[src/rtl/seq_divider_pkg.sv]
// seq_divider shared types: FSM state enum and counter sizing helper.
// Used by the top and the sign fix-up sub-module.
package seq_divider_pkg;

  typedef enum logic [1:0] {
    IDLE = 2'd0,
    BUSY = 2'd1,
    DONE = 2'd2
  } state_e;

  function automatic int cnt_width(input int w);
    return $clog2(w + 1);
  endfunction

endpackage

[src/rtl/seq_divider_sign.sv]
// seq_divider sign handling: operand magnitudes on the way in,
// quotient/remainder sign restoration on the way out.
module seq_divider_sign
  import seq_divider_pkg::*;
#(
  parameter int WIDTH  = 8,
  parameter bit SIGNED = 1'b0
) (
  input  logic [WIDTH-1:0] dividend_i,
  input  logic [WIDTH-1:0] divisor_i,
  output logic [WIDTH-1:0] mag_a_o,
  output logic [WIDTH-1:0] mag_b_o,
  output logic             neg_q_o,
  output logic             neg_r_o,
  input  logic [WIDTH-1:0] raw_q_i,
  input  logic [WIDTH-1:0] raw_r_i,
  input  logic             neg_q_i,
  input  logic             neg_r_i,
  input  logic             div0_i,
  output logic [WIDTH-1:0] quo_o,
  output logic [WIDTH-1:0] rem_o
);

  localparam logic [WIDTH-1:0] ONE = WIDTH'(1);

  function automatic logic [WIDTH-1:0] neg(
    input logic [WIDTH-1:0] x
  );
    return WIDTH'(~x + ONE);
  endfunction

  logic sa;
  logic sb;

  // magnitudes and result sign flags from the request operands
  always_comb begin
    sa = 1'b0;
    sb = 1'b0;
    if (SIGNED) begin
      sa = dividend_i[WIDTH-1];
      sb = divisor_i[WIDTH-1];
    end
    mag_a_o = sa ? $unsigned(neg(dividend_i))
                 : $unsigned(dividend_i);
    mag_b_o = sb ? $unsigned(neg(divisor_i))
                 : $unsigned(divisor_i);
    neg_q_o = sa ^ sb;
    neg_r_o = sa;
  end

  // restore signs; a zero divisor forces an all-ones quotient
  always_comb begin
    quo_o = neg_q_i ? neg(raw_q_i) : raw_q_i;
    if (div0_i) begin
      quo_o = '1;
    end
    rem_o = neg_r_i ? neg(raw_r_i) : raw_r_i;
  end

endmodule

[src/rtl/seq_divider.sv]
// seq_divider: restoring shift-subtract divider, one quotient bit per cycle.
// Optional SEQ_DIVIDER_DIV0_EN: zero divisor short-cuts to DONE with out_div0.
module seq_divider
  import seq_divider_pkg::*;
#(
  parameter int WIDTH  = 8,
  parameter bit SIGNED = 1'b0
) (
  input  logic             clock,
  input  logic             rst_n,
  input  logic             in_valid,
  output logic             in_ready,
  input  logic [WIDTH-1:0] in_dividend,
  input  logic [WIDTH-1:0] in_divisor,
  output logic             out_valid,
  input  logic             out_ready,
  output logic [WIDTH-1:0] out_quotient,
  output logic [WIDTH-1:0] out_remainder
`ifdef SEQ_DIVIDER_DIV0_EN
  ,
  output logic             out_div0
`endif
);

  localparam int CW = cnt_width(WIDTH);
  localparam logic [CW-1:0] LAST = CW'(WIDTH - 1);
  localparam logic [CW-1:0] CNT1 = CW'(1);

  state_e state_q, state_d;
  logic [CW-1:0]    cnt_q, cnt_d;
  logic [WIDTH-1:0] a_q, a_d;
  logic [WIDTH-1:0] b_q, b_d;
  logic [WIDTH-1:0] r_q, r_d;
  logic             nq_q, nq_d;
  logic             nr_q, nr_d;
  logic             dz_q, dz_d;
  logic [WIDTH-1:0] quo_q, quo_d;
  logic [WIDTH-1:0] rem_q, rem_d;
`ifdef SEQ_DIVIDER_DIV0_EN
  logic             div0_q, div0_d;
`endif

  logic [WIDTH-1:0] mag_a;
  logic [WIDTH-1:0] mag_b;
  logic             neg_q;
  logic             neg_r;
  logic [WIDTH:0]   trial;
  logic [WIDTH:0]   diff;
  logic             ge;
  logic [WIDTH-1:0] a_nxt;
  logic [WIDTH-1:0] r_nxt;
  logic [WIDTH-1:0] fix_q;
  logic [WIDTH-1:0] fix_r;
  logic             div_zero;

  seq_divider_sign #(
    .WIDTH  (WIDTH),
    .SIGNED (SIGNED)
  ) u_sign (
    .dividend_i (in_dividend),
    .divisor_i  (in_divisor),
    .mag_a_o    (mag_a),
    .mag_b_o    (mag_b),
    .neg_q_o    (neg_q),
    .neg_r_o    (neg_r),
    .raw_q_i    (a_nxt),
    .raw_r_i    (r_nxt),
    .neg_q_i    (nq_q),
    .neg_r_i    (nr_q),
    .div0_i     (dz_q),
    .quo_o      (fix_q),
    .rem_o      (fix_r)
  );

  assign div_zero = (in_divisor == '0);

  // one restoring step: shift in the next dividend bit, try to subtract
  always_comb begin
    trial = {r_q, a_q[WIDTH-1]};
    diff  = trial - {1'b0, b_q};
    ge    = ~diff[WIDTH];
    r_nxt = ge ? diff[WIDTH-1:0] : trial[WIDTH-1:0];
    a_nxt = {a_q[WIDTH-2:0], ge};
  end

  // next-state, handshake outputs and datapath loads
  always_comb begin
    state_d   = state_q;
    cnt_d     = cnt_q;
    a_d       = a_q;
    b_d       = b_q;
    r_d       = r_q;
    nq_d      = nq_q;
    nr_d      = nr_q;
    dz_d      = dz_q;
    quo_d     = quo_q;
    rem_d     = rem_q;
`ifdef SEQ_DIVIDER_DIV0_EN
    div0_d    = div0_q;
`endif
    in_ready  = 1'b0;
    out_valid = 1'b0;
    unique case (state_q)
      IDLE: begin
        in_ready = 1'b1;
        if (in_valid) begin
          a_d   = mag_a;
          b_d   = mag_b;
          r_d   = '0;
          cnt_d = '0;
          nq_d  = neg_q;
          nr_d  = neg_r;
          dz_d  = div_zero;
`ifdef SEQ_DIVIDER_DIV0_EN
          div0_d = div_zero;
          if (div_zero) begin
            state_d = DONE;
            quo_d   = '1;
            rem_d   = in_dividend;
          end else begin
            state_d = BUSY;
          end
`else
          state_d = BUSY;
`endif
        end
      end
      BUSY: begin
        a_d   = a_nxt;
        r_d   = r_nxt;
        cnt_d = cnt_q + CNT1;
        if (cnt_q == LAST) begin
          state_d = DONE;
          quo_d   = fix_q;
          rem_d   = fix_r;
        end
      end
      DONE: begin
        out_valid = 1'b1;
        if (out_ready) begin
          state_d = IDLE;
        end
      end
      default: begin
        state_d = IDLE;
      end
    endcase
  end

  // state register and iteration counter
  always_ff @(posedge clock) begin
    if (!rst_n) begin
      state_q <= IDLE;
      cnt_q   <= '0;
    end else begin
      state_q <= state_d;
      cnt_q   <= cnt_d;
    end
  end

  // operand, partial remainder and result registers
  always_ff @(posedge clock) begin
    if (!rst_n) begin
      a_q    <= '0;
      b_q    <= '0;
      r_q    <= '0;
      nq_q   <= 1'b0;
      nr_q   <= 1'b0;
      dz_q   <= 1'b0;
      quo_q  <= '0;
      rem_q  <= '0;
`ifdef SEQ_DIVIDER_DIV0_EN
      div0_q <= 1'b0;
`endif
    end else begin
      a_q    <= a_d;
      b_q    <= b_d;
      r_q    <= r_d;
      nq_q   <= nq_d;
      nr_q   <= nr_d;
      dz_q   <= dz_d;
      quo_q  <= quo_d;
      rem_q  <= rem_d;
`ifdef SEQ_DIVIDER_DIV0_EN
      div0_q <= div0_d;
`endif
    end
  end

  assign out_quotient  = quo_q;
  assign out_remainder = rem_q;
`ifdef SEQ_DIVIDER_DIV0_EN
  assign out_div0      = div0_q;
`endif

endmodule

[config.mk]
export PLATFORM = sky130hd
export DESIGN_NAME = seq_divider
export DESIGN_NICKNAME = d
export VERILOG_FILES = /design/src/rtl/seq_divider_pkg.sv /design/src/rtl/seq_divider_sign.sv /design/src/rtl/seq_divider.sv
export SDC_FILE = /design/constraint.sdc
export NUM_CORES = 1
export LEC_CHECK = 0
export CAP_MARGIN = 10
export CORE_ASPECT_RATIO = 0.75
export CORE_MARGIN = 4
export CORE_UTILIZATION = 31
export CTS_CLUSTER_SIZE = 28
export DETAILED_ROUTE_END_ITERATION = 16
export GPL_TIMING_DRIVEN = 0
export SYNTH_ARGS = -nofsm -noshare
export SYNTH_HDL_FRONTEND = slang
export SYNTH_HIERARCHICAL = 1
export SYNTH_SLANG_ARGS = --single-unit
[constraint.sdc]
create_clock -name clock -period 2.7 [get_ports clock]
set_input_delay 0.27 -clock clock [delete_from_list [all_inputs] [get_ports clock]]
set_output_delay 0.27 -clock clock [all_outputs]
set_load 0.05 [all_outputs]
Word-level counts from Yosys, hierarchy flattened
Index checks and enable logic that the tools add are counted.

Bitwise gates (word level): 1. $add $sub $neg: 2. Eq/ne operators: 6. Multiplexer cells: 14. Reduce and logical (&&, ||, !) cells: 7.

Operators by type and width (count): 8-bit 2-to-1 mux (4); 8-bit one-hot mux with 2 select lines (2); 9-bit by 8-bit subtractor with 9-bit output (1); 8-bit logical NOT (1); 4-bit one-hot mux with 2 select lines (1); 2-bit 2-to-1 mux (3); 2-bit != test, second input constant (3); 2-bit one-hot mux with 3 select lines (1); 2-bit AND reduction (3); 4-bit by 1-bit adder with 4-bit output, second input constant (1); 4-bit by 3-bit == test with 1-bit output, second input constant (1); 4-bit 2-to-1 mux (1); 3-bit AND reduction (1); 2-bit by 1-bit == test with 1-bit output, second input constant (1); 2-bit == test, second input constant (1); 2-bit logical NOT (1); 1-bit 2-to-1 mux (2); 2-bit nonzero test (1); 1-bit inverter (1).

Output and inout bits: 18. Logic and storage cells: 38. Input port bits: 20. Register bits: 47.

Logic depth before layout (Yosys ltp)
Word-level depth: 3. Mapped depth: 16.

Cells and area by module
Netlist, hierarchy kept.

Modules (own cells, without submodules): seq_divider (area each 2497.4 µm², times used 1, cells an instance 298); seq_divider_sign (area each 496.7 µm², times used 1, cells an instance 75).

Worst setup path before layout
No wires, ideal clock.

Kind: register to register. Start point: register a_q[7]. End point: register rem_q[5], in the netlist out_remainder[5]. Path slack: -272 ps. Cell stages (with the launch flop): 15. Arrival time: 2896 ps. Clock period less this slack: 2972 ps. Required time: 2624 ps. Cell sequence: dfxtp_1 inv_1 ha_1 inv_1 fa_1 a211oi_2 o211a_1 o211ai_4 inv_6 mux2_4 or2_2 o41ai_1 xnor2_1 nand2_1 a21boi_0.

Longest elaborated chain between the ends: 2.

Ends and longest elaborated chain: from (decl) (RTL line seq_divider.sv:31) `logic [WIDTH-1:0] a_q, a_d;`; from (signal assigned) (RTL line seq_divider.sv:164) `a_q <= '0;`; from (signal assigned) (RTL line seq_divider.sv:176) `a_q <= a_d;`; 9-bit by 8-bit subtractor with 9-bit output (RTL line seq_divider.sv:80) `diff = trial - {1'b0, b_q};`; 8-bit 2-to-1 mux (RTL line seq_divider.sv:82) `r_nxt = ge ? diff[WIDTH-1:0] : trial[WIDTH-1:0];`; via fix_r[5] (RTL line seq_divider.sv:53) `logic [WIDTH-1:0] fix_r;`; to (signal assigned) (RTL line seq_divider.sv:183) `rem_q <= rem_d;`; to (decl) (RTL line seq_divider.sv:38) `logic [WIDTH-1:0] rem_q, rem_d;`.

The timed path passes the listed nets, and every way through them passes these cells. A chain may end at the register's enable or synchronous reset.

Worst setup path in the final report
Ends and elaborated chain as after synthesis.

==> results summary <==
The flow ran to the end, but the final reports show violations. The final reports fail on setup timing. The largest individual stage delay along the critical path comes from the cell sky130_fd_sc_hd__fa_2. In this design, the largest share of critical-path delay is due to compound AO/OA/AOI/OAI gates. The layout overhead on the synthesized area is 29.5%. The count of distinct cell types in the synthesized netlist is 52. Among all cell types in the netlist, the one instantiated most often is sky130_fd_sc_hd__nand2_1. The via count of the first global-routing pass is between 2k and 2.5k.

By instance count, the cell type seen most on the critical path is sky130_fd_sc_hd__inv_2. The average instance area after synthesis came out at between 8 and 9 um^2. The type of the most critical hold path is input pin to register. Setup repair after global routing could not meet its margin everywhere. In the post-synthesis netlist, the biggest area contributors are sky130_fd_sc_hd__dfxtp_1 (33%), sky130_fd_sc_hd__nand2_1 (11%), sky130_fd_sc_hd__a21boi_0 (7.8%), sky130_fd_sc_hd__buf_4 (4.8%), sky130_fd_sc_hd__ha_1 (4.6%).

The count of standard-cell rows is 30. At the pin with the least slew margin, the transition time is 694 ps. The post-synthesis cell type with the largest combined area is sky130_fd_sc_hd__dfxtp_1. The largest clock skew in the final design came out at 5.06 ps.

The critical path is of the register to register type. The number of iterations in the first detailed-routing pass is 4. The yosys synthesis warning count came out at 6. For this run, the top clock speed supported by timing is 335 MHz.

The total cell area at the placement stage came out at 3530 um^2. The critical path data required time came out at 2930 ps. The highest fanout seen on the critical path came out at 8. The peak supply drop came out at roughly 0.3 mV.

The number of buffers added by the clock tree synthesis step is 5. The post-route netlist has roughly a fifth of its cells at a drive strength greater than 1. Setup violations remaining at the end of the flow were counted as 11. After the last flow step, the layout net total stands at 452. Yosys mapped a number of flops with a built-in enable equal to 0.

The via count is 2640. In the post-route analysis, the smallest setup slack over all paths is -287 ps. The number of flip-flops and latches in the synthesized netlist is 49. The number of pins exceeding their max-slew limit in the final report came out at 0. The cell count after synthesis is 373. The highest cell delay on the worst timing path is around 360 ps. After synthesis, the most frequently instantiated cells are sky130_fd_sc_hd__nand2_1 (85), sky130_fd_sc_hd__dfxtp_1 (49), sky130_fd_sc_hd__a21boi_0 (31). Pin placement for this block handled 38 I/O pins.

Clock latency on the worst-skew pair, taken at its later pin, is ~290 ps. The detailed placement HPWL is 5740 um. The reported max-cap violation count is 0. STA classifies the critical path startpoint as a register. The number of antenna violations at the first check in global routing is 0. Summed over all layers, the routed wires come to 7560 um. For this design the ratio of total power to cell area is 707 nW/um^2. The mean number of vias per cell came out at 4.81. The number of logic stages on the critical path including buffering is 16. The met1 usage in global routing came out at 20.9%. The leakage power figure is roughly 1.6 nW. The summed negative setup slack over all endpoints came out at -2000 ps. For the worst flop-to-flop path, the logic depth is 16. The antenna violation net count after detailed routing came out at 0. The horizontal extent of the die is 121 um. The buffer and inverter count on the worst path came out at 5. The tree is rooted in a sky130_fd_sc_hd__clkbuf_16. The CTS tree is built. After clock tree synthesis, the clock-pin slew on the worst setup and hold paths is 70 ps. The portion of the post-synthesis area used by sequential elements is 32.8%. The layer flagged by global routing as most heavily used is met1. Across every metal layer, demand over resource in global routing totals 13.7%. For this run, design rule violations remaining after detail routing come to 0. After global routing the overflow that remains totals 0. The hold-critical path depth is 4. The floorplan step defined a core boundary enclosing 9230 um^2.

The number of hold violations in the final report is 0. Buffers placed on the I/O ports in this run total 29. The H-tree generated during clock tree synthesis spans 2 levels. The initial core utilization came out at roughly 32%. The global routing met2 resource utilization is 19.4%.

Traced cell by cell, the critical path runs through inv_2 > ha_4 > inv_2 > fa_2 > a211oi_4 > o211ai_1 > o211ai_4 > clkinv_4 > buf_6 > mux2_4 > inv_4 > or2_4 > o41ai_2 > xnor2_1 > nand2_1 > a21boi_1. The share of the clock period used by the worst path after layout is 111%. The fraction of registers with async set/reset is 0%. The DRC marker count from the first detailed-route iteration is 152.

Summed over its instances, the top area cell type makes up 32.8% of the synthesized netlist area. The met3 track demand over resource in global routing is about 3.4%. Routability-driven placement finished with a final weighted congestion of around 0.85.

The number of antenna diodes is 0. STA classifies the critical path endpoint as a register. The TritonCTS sink count came out at 49. The first-pass GRT wire length is about 12000 um. The signal arrival time at the worst endpoint is between 3000 and 4000 ps.

Subtracting the final worst setup slack from the clock period gives about 3000 ps. Among all flip-flop cells after synthesis, the most frequent one is sky130_fd_sc_hd__dfxtp_1. In this run the tightest slew margin relative to its limit is roughly 54%. The maximum clock insertion buffer count is 2. The cell area after layout is 3880 um^2. The average wire per standard cell is 13.8 um. The die extent in y is 93.1 um. The die covers 11300 um^2.

The cell area after technology mapping is 2990 um^2. Entering global routing, the biggest net connects 16 pins.
## cell usage in the layout (no fill, tap or decap), types with 3 or more instances in the layout
master	count
sky130_fd_sc_hd__nand2_1	85
sky130_fd_sc_hd__dfxtp_1	47
sky130_fd_sc_hd__clkdlybuf4s50_1	29
sky130_fd_sc_hd__buf_4	28
sky130_fd_sc_hd__a21boi_0	15
sky130_fd_sc_hd__nor2_1	13
sky130_fd_sc_hd__inv_1	13
sky130_fd_sc_hd__clkbuf_1	13
sky130_fd_sc_hd__nand3_1	12
sky130_fd_sc_hd__a21boi_1	12
sky130_fd_sc_hd__o211a_1	10
sky130_fd_sc_hd__nor2b_1	9
sky130_fd_sc_hd__ha_1	8
sky130_fd_sc_hd__xor2_1	7
sky130_fd_sc_hd__o21ai_0	6
sky130_fd_sc_hd__mux2_4	6
sky130_fd_sc_hd__a21oi_1	5
sky130_fd_sc_hd__o21a_1	5
sky130_fd_sc_hd__a22o_1	5
sky130_fd_sc_hd__clkbuf_16	5
sky130_fd_sc_hd__inv_2	4
sky130_fd_sc_hd__o211ai_1	4
sky130_fd_sc_hd__nor3_1	4
sky130_fd_sc_hd__o21ai_1	4
sky130_fd_sc_hd__a21boi_2	4
sky130_fd_sc_hd__mux2i_1	4
sky130_fd_sc_hd__and2_1	3
sky130_fd_sc_hd__nand2b_1	3
sky130_fd_sc_hd__ha_4	3
sky130_fd_sc_hd__xnor2_1	3
## metrics by stage
step                      cells  power, W  util (%)  setup WS (ps)  hold WS, ps
after floorplan             374   0.00158         -          -89.1          434
after global placement      531   0.00175      38.2           -364          443
after detailed placement    531   0.00178      38.2           -422          447
after CTS                   545   0.00264      41.1           -218          278
after global routing        549   0.00291      42.0           -434          325
final                       549   0.00274      42.0           -287          279
## report_power, final
part           total (W)  internal, W  switching [W]
logic            0.00120     0.000603       0.000594
registers       0.000811     0.000761      0.0000499
clock network   0.000733     0.000462       0.000271
total            0.00274      0.00183       0.000915
## per-layer routing
| metal | part of all wire (%) | up-vias |
|---|---|---|
| li1 | - | 1364 |
| met1 | 53 | 1209 |
| met2 | 41 | 61 |
| met3 | 5.6 | 6 |
| met4 | 0.63 | 0 |
| met5 | 0 | - |
## worst register-to-register path: cells and delay by family, from the launching register on
kind | cells | cell delay [ps]
XOR/XNOR | 1 | 150
multiplexers | 1 | 210
buffers and inverters | 5 | 430
adder cells (fa/ha/maj) | 2 | 490
flip-flops | 1 | 330
AO/OA/AOI/OAI | 5 | 980
AND/OR/NAND/NOR | 2 | 320
## area by class of cell
cell class	count	area, um^2
Buffer	36	210
Clock buffer	6	139
Clock inverter	2	37.5
Fill cell	957	5360
Inverter	19	78.8
Multi-Input combinational cell	270	1900
Sequential cell	49	983
Tap cell	128	160
Timing Repair Buffer	39	369
## logic make-up (layout without fill, tap and decap cells)
family | after synthesis | after routing | share of synthesized area (%)
flip-flops | 49 | 49 | 32.8
AND/OR/NAND/NOR | 146 | 146 | 21.9
AO/OA/AOI/OAI | 89 | 89 | 23.0
adder cells (fa/ha/maj) | 12 | 12 | 5.27
other | 1 | 2 | 0.125
XOR/XNOR | 11 | 11 | 3.22
multiplexers | 10 | 10 | 4.22
buffers and inverters | 55 | 102 | 9.57
## worst paths after layout
check	startpoint	to	slack, ps
min	in_dividend[0]	a_q[0]	280
min reg2reg	out_remainder[0]	out_remainder[0]	450
max	a_q[7]	out_remainder[5]	-290
max reg2reg	a_q[7]	out_remainder[5]	-290
## flip-flops by register name, summed over array words and instances, names as in the netlist
signal and flops:
r_q 8, nq_q 1, a_q 8, nr_q 1
dz_q 1, out_quotient 8, b_q 8, state_q 2
cnt_q 4, out_remainder 8
## timing repair
item / 4_1_cts / 5_1_grt
endpoints found under the setup margin: 12 / 12
pin swaps: 13 / 13
resized for setup: 14 / 18
hold buffers: 0 / 0
setup buffers: 6 / 4
Power figures use the tool's default switching activity.
